--- src/rtl/sd_spi_cmd_responder.sv ---
// SPI-mode SD card command responder (optional CRC7 frame check under SDCMD_CRC_CHECK_EN).
// First response byte goes out NCR+1 byte slots after the CRC byte; paced only by rx_valid_i, cs_n_i high aborts.
module sd_spi_cmd_responder #(
    parameter int          NCR            = 1,
    parameter int          ACMD41_RETRIES = 2,
    parameter logic [31:0] OCR            = 32'h40FF8000
) (
    input  logic        clk_i,
    input  logic        reset_i,
    input  logic        cs_n_i,
    input  logic        rx_valid_i,
    input  logic [7:0]  rx_byte_i,
    output logic [7:0]  tx_byte_o,
    output logic        cmd_valid_o,
    output logic [5:0]  cmd_index_o,
    output logic [31:0] cmd_arg_o,
    output logic        in_idle_o,
    output logic        busy_o
);
    typedef enum logic [2:0] {HUNT, COLLECT, EXEC, NCR_WAIT, RESP} state_t;

    localparam logic [2:0] NCR_N = 3'(NCR);
    localparam logic [3:0] RET_N = 4'(ACMD41_RETRIES);

    state_t      state_q;
    logic [7:0]  tx_q;
    logic        cmd_valid_q, in_idle_q, busy_q, app_q;
    logic [5:0]  cmd_index_q, fidx_q;
    logic [31:0] cmd_arg_q, farg_q;
    logic [3:0]  a41_cnt_q;
    logic [2:0]  bcnt_q, rem_q, ncr_q;
    logic [39:0] resp_q;

    logic        accept_d, idle_d, app_d, illegal_d, crc_err_d;
    logic [3:0]  cnt_d, a41_inc;
    logic [7:0]  r1_d;
    logic [39:0] resp_d;
    logic [2:0]  len_d;

`ifdef SDCMD_CRC_CHECK_EN
    logic [7:0] fcrc_q;

    function automatic logic [6:0] crc7(input logic [39:0] d);
        logic [6:0] c;
        logic       fb;
        c = '0;
        for (int i = 39; i >= 0; i--) begin
            fb = d[i] ^ c[6];
            c  = {c[5:0], 1'b0};
            if (fb) c = c ^ 7'h09;
        end
        return c;
    endfunction
`endif

    // Effect and response of the captured frame, consumed in EXEC.
    always_comb begin
        a41_inc   = (a41_cnt_q == 4'hF) ? 4'hF : a41_cnt_q + 4'd1;
        accept_d  = 1'b1;
        illegal_d = 1'b0;
        crc_err_d = 1'b0;
        idle_d    = in_idle_q;
        cnt_d     = a41_cnt_q;
        app_d     = 1'b0;
`ifdef SDCMD_CRC_CHECK_EN
        crc_err_d = (fcrc_q != {crc7({2'b01, fidx_q, farg_q}), 1'b1});
`endif
        if (crc_err_d) begin
            accept_d = 1'b0;
            app_d    = app_q;
        end else begin
            case (fidx_q)
                6'd0: begin
                    idle_d = 1'b1;
                    cnt_d  = 4'd0;
                end
                6'd8, 6'd16, 6'd58: ;
                6'd55: app_d = 1'b1;
                6'd41: begin
                    if (app_q) begin
                        cnt_d = a41_inc;
                        if (a41_inc == RET_N) idle_d = 1'b0;
                    end else begin
                        illegal_d = 1'b1;
                    end
                end
                default: illegal_d = 1'b1;
            endcase
        end
        r1_d   = {4'b0000, crc_err_d, illegal_d, 1'b0, idle_d};
        resp_d = {r1_d, 32'hFFFF_FFFF};
        len_d  = 3'd1;
        if (!crc_err_d && fidx_q == 6'd8) begin
            resp_d = {r1_d, 16'h0000, 4'h0, farg_q[11:0]};
            len_d  = 3'd5;
        end else if (!crc_err_d && fidx_q == 6'd58) begin
            resp_d = {r1_d, ~idle_d, OCR[30:0]};
            len_d  = 3'd5;
        end
    end

    always_ff @(posedge clk_i or posedge reset_i) begin
        if (reset_i) begin
            state_q     <= HUNT;
            tx_q        <= 8'hFF;
            cmd_valid_q <= 1'b0;
            cmd_index_q <= '0;
            cmd_arg_q   <= '0;
            in_idle_q   <= 1'b1;
            busy_q      <= 1'b0;
            app_q       <= 1'b0;
            a41_cnt_q   <= '0;
            fidx_q      <= '0;
            farg_q      <= '0;
            bcnt_q      <= '0;
            rem_q       <= '0;
            ncr_q       <= '0;
            resp_q      <= '1;
`ifdef SDCMD_CRC_CHECK_EN
            fcrc_q      <= '0;
`endif
        end else begin
            cmd_valid_q <= 1'b0;
            if (cs_n_i) begin
                state_q <= HUNT;
                tx_q    <= 8'hFF;
                busy_q  <= 1'b0;
                bcnt_q  <= '0;
            end else begin
                case (state_q)
                    HUNT: if (rx_valid_i && rx_byte_i[7:6] == 2'b01) begin
                        fidx_q  <= rx_byte_i[5:0];
                        busy_q  <= 1'b1;
                        bcnt_q  <= '0;
                        state_q <= COLLECT;
                    end
                    COLLECT: if (rx_valid_i) begin
                        if (bcnt_q == 3'd4) begin
`ifdef SDCMD_CRC_CHECK_EN
                            fcrc_q <= rx_byte_i;
`endif
                            state_q <= EXEC;
                        end else begin
                            farg_q <= {farg_q[23:0], rx_byte_i};
                            bcnt_q <= bcnt_q + 3'd1;
                        end
                    end
                    EXEC: begin
                        in_idle_q <= idle_d;
                        a41_cnt_q <= cnt_d;
                        app_q     <= app_d;
                        if (accept_d) begin
                            cmd_valid_q <= 1'b1;
                            cmd_index_q <= fidx_q;
                            cmd_arg_q   <= farg_q;
                        end
                        if (NCR_N == 3'd0) begin
                            tx_q    <= resp_d[39:32];
                            resp_q  <= {resp_d[31:0], 8'hFF};
                            rem_q   <= len_d - 3'd1;
                            state_q <= RESP;
                        end else begin
                            tx_q    <= 8'hFF;
                            resp_q  <= resp_d;
                            rem_q   <= len_d;
                            ncr_q   <= NCR_N;
                            state_q <= NCR_WAIT;
                        end
                    end
                    NCR_WAIT: if (rx_valid_i) begin
                        if (ncr_q == 3'd1) begin
                            tx_q    <= resp_q[39:32];
                            resp_q  <= {resp_q[31:0], 8'hFF};
                            rem_q   <= rem_q - 3'd1;
                            state_q <= RESP;
                        end else begin
                            ncr_q <= ncr_q - 3'd1;
                        end
                    end
                    RESP: if (rx_valid_i) begin
                        if (rem_q != 3'd0) begin
                            tx_q   <= resp_q[39:32];
                            resp_q <= {resp_q[31:0], 8'hFF};
                            rem_q  <= rem_q - 3'd1;
                        end else begin
                            tx_q    <= 8'hFF;
                            busy_q  <= 1'b0;
                            state_q <= HUNT;
                        end
                    end
                    default: state_q <= HUNT;
                endcase
            end
        end
    end

    assign tx_byte_o   = tx_q;
    assign cmd_valid_o = cmd_valid_q;
    assign cmd_index_o = cmd_index_q;
    assign cmd_arg_o   = cmd_arg_q;
    assign in_idle_o   = in_idle_q;
    assign busy_o      = busy_q;
endmodule

--- config.mk ---
export PLATFORM = sky130hd
export DESIGN_NAME = sd_spi_cmd_responder
export DESIGN_NICKNAME = d
export VERILOG_FILES = /design/src/rtl/sd_spi_cmd_responder.sv
export SDC_FILE = /design/constraint.sdc
export NUM_CORES = 1
export LEC_CHECK = 0
export BUFFER_PORTS_ARGS = -buffer_cell sky130_fd_sc_hd__buf_2
export CAP_MARGIN = 10
export CORE_MARGIN = 2
export CORE_UTILIZATION = 31
export CTS_CLUSTER_SIZE = 25
export DETAILED_ROUTE_END_ITERATION = 10
export PLACE_DENSITY = 0.46
export SLEW_MARGIN = 20
export SYNTH_ARGS = -nofsm -noshare
export SYNTH_HDL_FRONTEND = slang
export SYNTH_SLANG_ARGS = --single-unit
--- constraint.sdc ---
create_clock -name clk_i -period 8.1 [get_ports clk_i]
set_input_delay 0.81 -clock clk_i [delete_from_list [all_inputs] [get_ports clk_i]]
set_output_delay 0.81 -clock clk_i [all_outputs]
set_load 0.005 [all_outputs]
==> run metrics <==
later-pin clock latency in the skew report=roughly 0.42 ns; clock sink total=between 100 and 150; power density of the placed cells=around 250 nW/µm²; kind of cell adding the most delay to the critical path=simple AND/OR/NAND/NOR gates; Synth Warn #=0; Synth cell types=between 50 and 60; height of the die=148 µm; cells resized by post-CTS repair=0; IR drop worst, VDD=0.000128 V; biggest cell delay along the critical path=~0.60 ns; Area growth, synth to finish=17.2%; Critical Path AT=a little under 3 ns; class of the tightest hold or removal check=reg -> reg; initial antenna violation count=0; fraction of layout cells with a size suffix above 1=0.309; Slowest-stage cell, CP=buf_4; maximum clock skew at final layout=between 0.009 and 0.01 ns; Total Negative Setup Slacks=0 ns; Floorplan Core Area=~20,000 µm²; Top FF cell, synth=dfrtp_1; number of diodes added for antenna fixing=0; final number of setup-violating endpoints=0; Critical Path, Cell by Cell=or3b_1 -> nor2_1 -> or3_2 -> buf_4 -> mux2_2; nature of the critical path endpoint=flop; top achievable clock speed=~0.37 GHz; shortest period the worst path allows=approximately 2.7 ns; starting density of the core=0.318; Longest Clk Path Bufs=2; placer congestion estimate=0.751; Worst Path Buf+Inv=1; unrepaired setup endpoints after global routing=no; Max Cap Violations=0; final worst-path cycle share=0.330; Req. time, crit path=between 8 and 9 ns; type of the worst setup path=reg -> reg; Congestion Overflow GR=0; count of final hold-check violations=0; CP max FO=51; clock slew seen by the registers of the worst setup and hold paths=~0.060 ns; clock buffers created by TritonCTS=17; PnR Total Power=roughly 0.0019 W; LEAKAGE=roughly 4.0 nW; cell count after placement=between 800 and 900; detailed-route wire length=between 10,000 and 15,000 µm; # IOs=61; Seq cells post-synth=144; area of the mapped netlist=roughly 6500 µm²; slew of the pin with the lowest slew margin=~0.8 ns; vias in the first global route=around 4,500; half-perimeter wire length of the detailed placement result=around 9200 µm; Post-Synthesis Mean Instance Area=10.9 µm²; count of flip-flops with a built-in enable after synthesis=0; buffer cell driving the clock tree root=clkbuf_16; number of DRC markers in iteration 0=between 200 and 250; Max H-tree Level=4; area leader, netlist=dfrtp_1; ratio of routed vias to standard cells=between 4 and 5; Sequential Area=approximately 3700 µm²; Initial DRT Pass Iterations=4; worst-case setup margin in the final layout=between 5 and 6 ns; wire length of the first global-routing pass=between 20,000 and 25,000 µm; All-Layer GR Usage=0.137; most instantiated cells after synthesis=nand2_1 (124), dfrtp_1 (95), dfstp_2 (49), inv_1 (49), mux2_2 (43); sequential cell area fraction in the yosys report=0.567; Cell Count, Final, Fillers Out=about 930; final-stage net count=about 660; largest net degree at the start of global routing=81; portion of synthesized cell area occupied by the leading cell type=0.368; Worst slew margin=0.464; via count of the routed design=roughly 4,400; Max Transition Viols Final=0; Die ar.=about 22,000 µm²; CTS hold repair buffers=0; library cell with the highest instance count after synthesis=nand2_1; async set or reset register ratio after synthesis=1.00; Filler Cells Inserted=roughly 2,000; crit start category=flop; syn nets=just over 600; run status=complete, no violations; total area of multi-input combinational cells=~2500 µm²; number of port buffers=60; standard-cell row count=52; setup repair bufs after CTS=0; Post-Place Setup Slack=~5.4 ns; die outline width=148 µm; TritonCTS clock tree=built; Mapped Cells=592; cell types with the largest area share after synthesis=dfrtp_1 (37%), dfstp_2 (20%), mux2_2 (7.5%); routed len/inst=about 15 µm; post-detailed-route count of antenna-violating nets=0; DRC violations left=0
==> logic make-up after synthesis <==
| kind of cell | count (synthesis) | synth area share |
|---|---|---|
| buf+inv | 80 | 0.0521 |
| compound gates | 90 | 0.0923 |
| flops | 144 | 0.567 |
| fa+ha+maj | 7 | 0.0135 |
| mux | 83 | 0.143 |
| simple gates | 188 | 0.132 |
==> flip-flops by register name, indices dropped and copies added, names as in the netlist <==
| register | cells |
|---|---|
| rem_q | 3 |
| cmd_arg_o | 32 |
| farg_q | 32 |
| tx_byte_o | 8 |
| app_q | 1 |
| busy_o | 1 |
| a41_cnt_q | 4 |
| resp_q | 40 |
| state_q | 3 |
| fidx_q | 6 |
| cmd_valid_o | 1 |
| in_idle_o | 1 |
| cmd_index_o | 6 |
| bcnt_q | 3 |
| ncr_q | 3 |
==> final timing paths <==
| kind | slack (ns) | start | endpoint | cells past startpoint |
|---|---|---|---|---|
| max | 5.42 | state_q[0] | rem_q[1] | 5 |
| min | 0.46 | resp_q[7] | resp_q[7] | 2 |
| max reg2reg | 5.42 | state_q[0] | rem_q[1] | 5 |
| min reg2reg | 0.46 | resp_q[7] | resp_q[7] | 2 |
| max in group asynchronous | 6.49 | reset_i | cmd_arg_o[4] | 3 |
| min in group asynchronous | 0.47 | reset_i | ncr_q[0] | 2 |
==> metrics by stage <==
step / instance area (µm²) / hold WS, ns / util
6_report: 7580 / 0.463 / 0.372
5_1_grt: 7580 / 0.481 / 0.372
4_1_cts: 7570 / 0.469 / 0.372
3_5_place_dp: 7000 / 0.458 / 0.344
3_3_place_gp: 7000 / 0.450 / 0.344
2_1_floorplan: 6470 / 0.433 / -
==> final cells by class <==
| type | instances | area share |
|---|---|---|
| timing repair buffer | 65 | 0.0451 |
| sequential | 144 | 0.483 |
| clock buffer | 25 | 0.0655 |
| clock inverter | 7 | 0.0101 |
| multi-input combinational | 368 | 0.326 |
| tap | 270 | 0.0446 |
| inverter | 49 | 0.0249 |
==> layout by cell type (no fill, tap or decap), types with 14 or more instances in the layout <==
cell	n
clkbuf_16	18
inv_1	47
mux2i_1	32
buf_2	60
mux2_2	43
o21ai_0	29
dfrtp_1	95
a21oi_1	16
dfstp_2	49
nand2_1	124
nor2_1	14
==> where the power goes <==
group / total, W / internal (W) / switching (W)
clock: 0.000760 / 0.000459 / 0.000301
sequential: 0.000916 / 0.000826 / 0.0000898
combinational: 0.000188 / 0.0000959 / 0.0000923
total: 0.00186 / 0.00138 / 0.000483
==> per-layer routing <==
metal	track usage	part of all wire	routed length (µm)	vias up
li1	-	-	-	2125
met2	0.212	0.45	6460	79
met3	0.0359	0.037	519	11
met1	0.188	0.50	7050	2154
met4	0.0457	0.011	163	0
met5	0	0	0	-
==> tightest hold or removal path: stages, from the launching register on <==
cell and delay, ns:
dfstp_2 0.36, inv_1 0.04, mux2i_1 0.05
No activity file was read; power rests on OpenSTA's default activity.
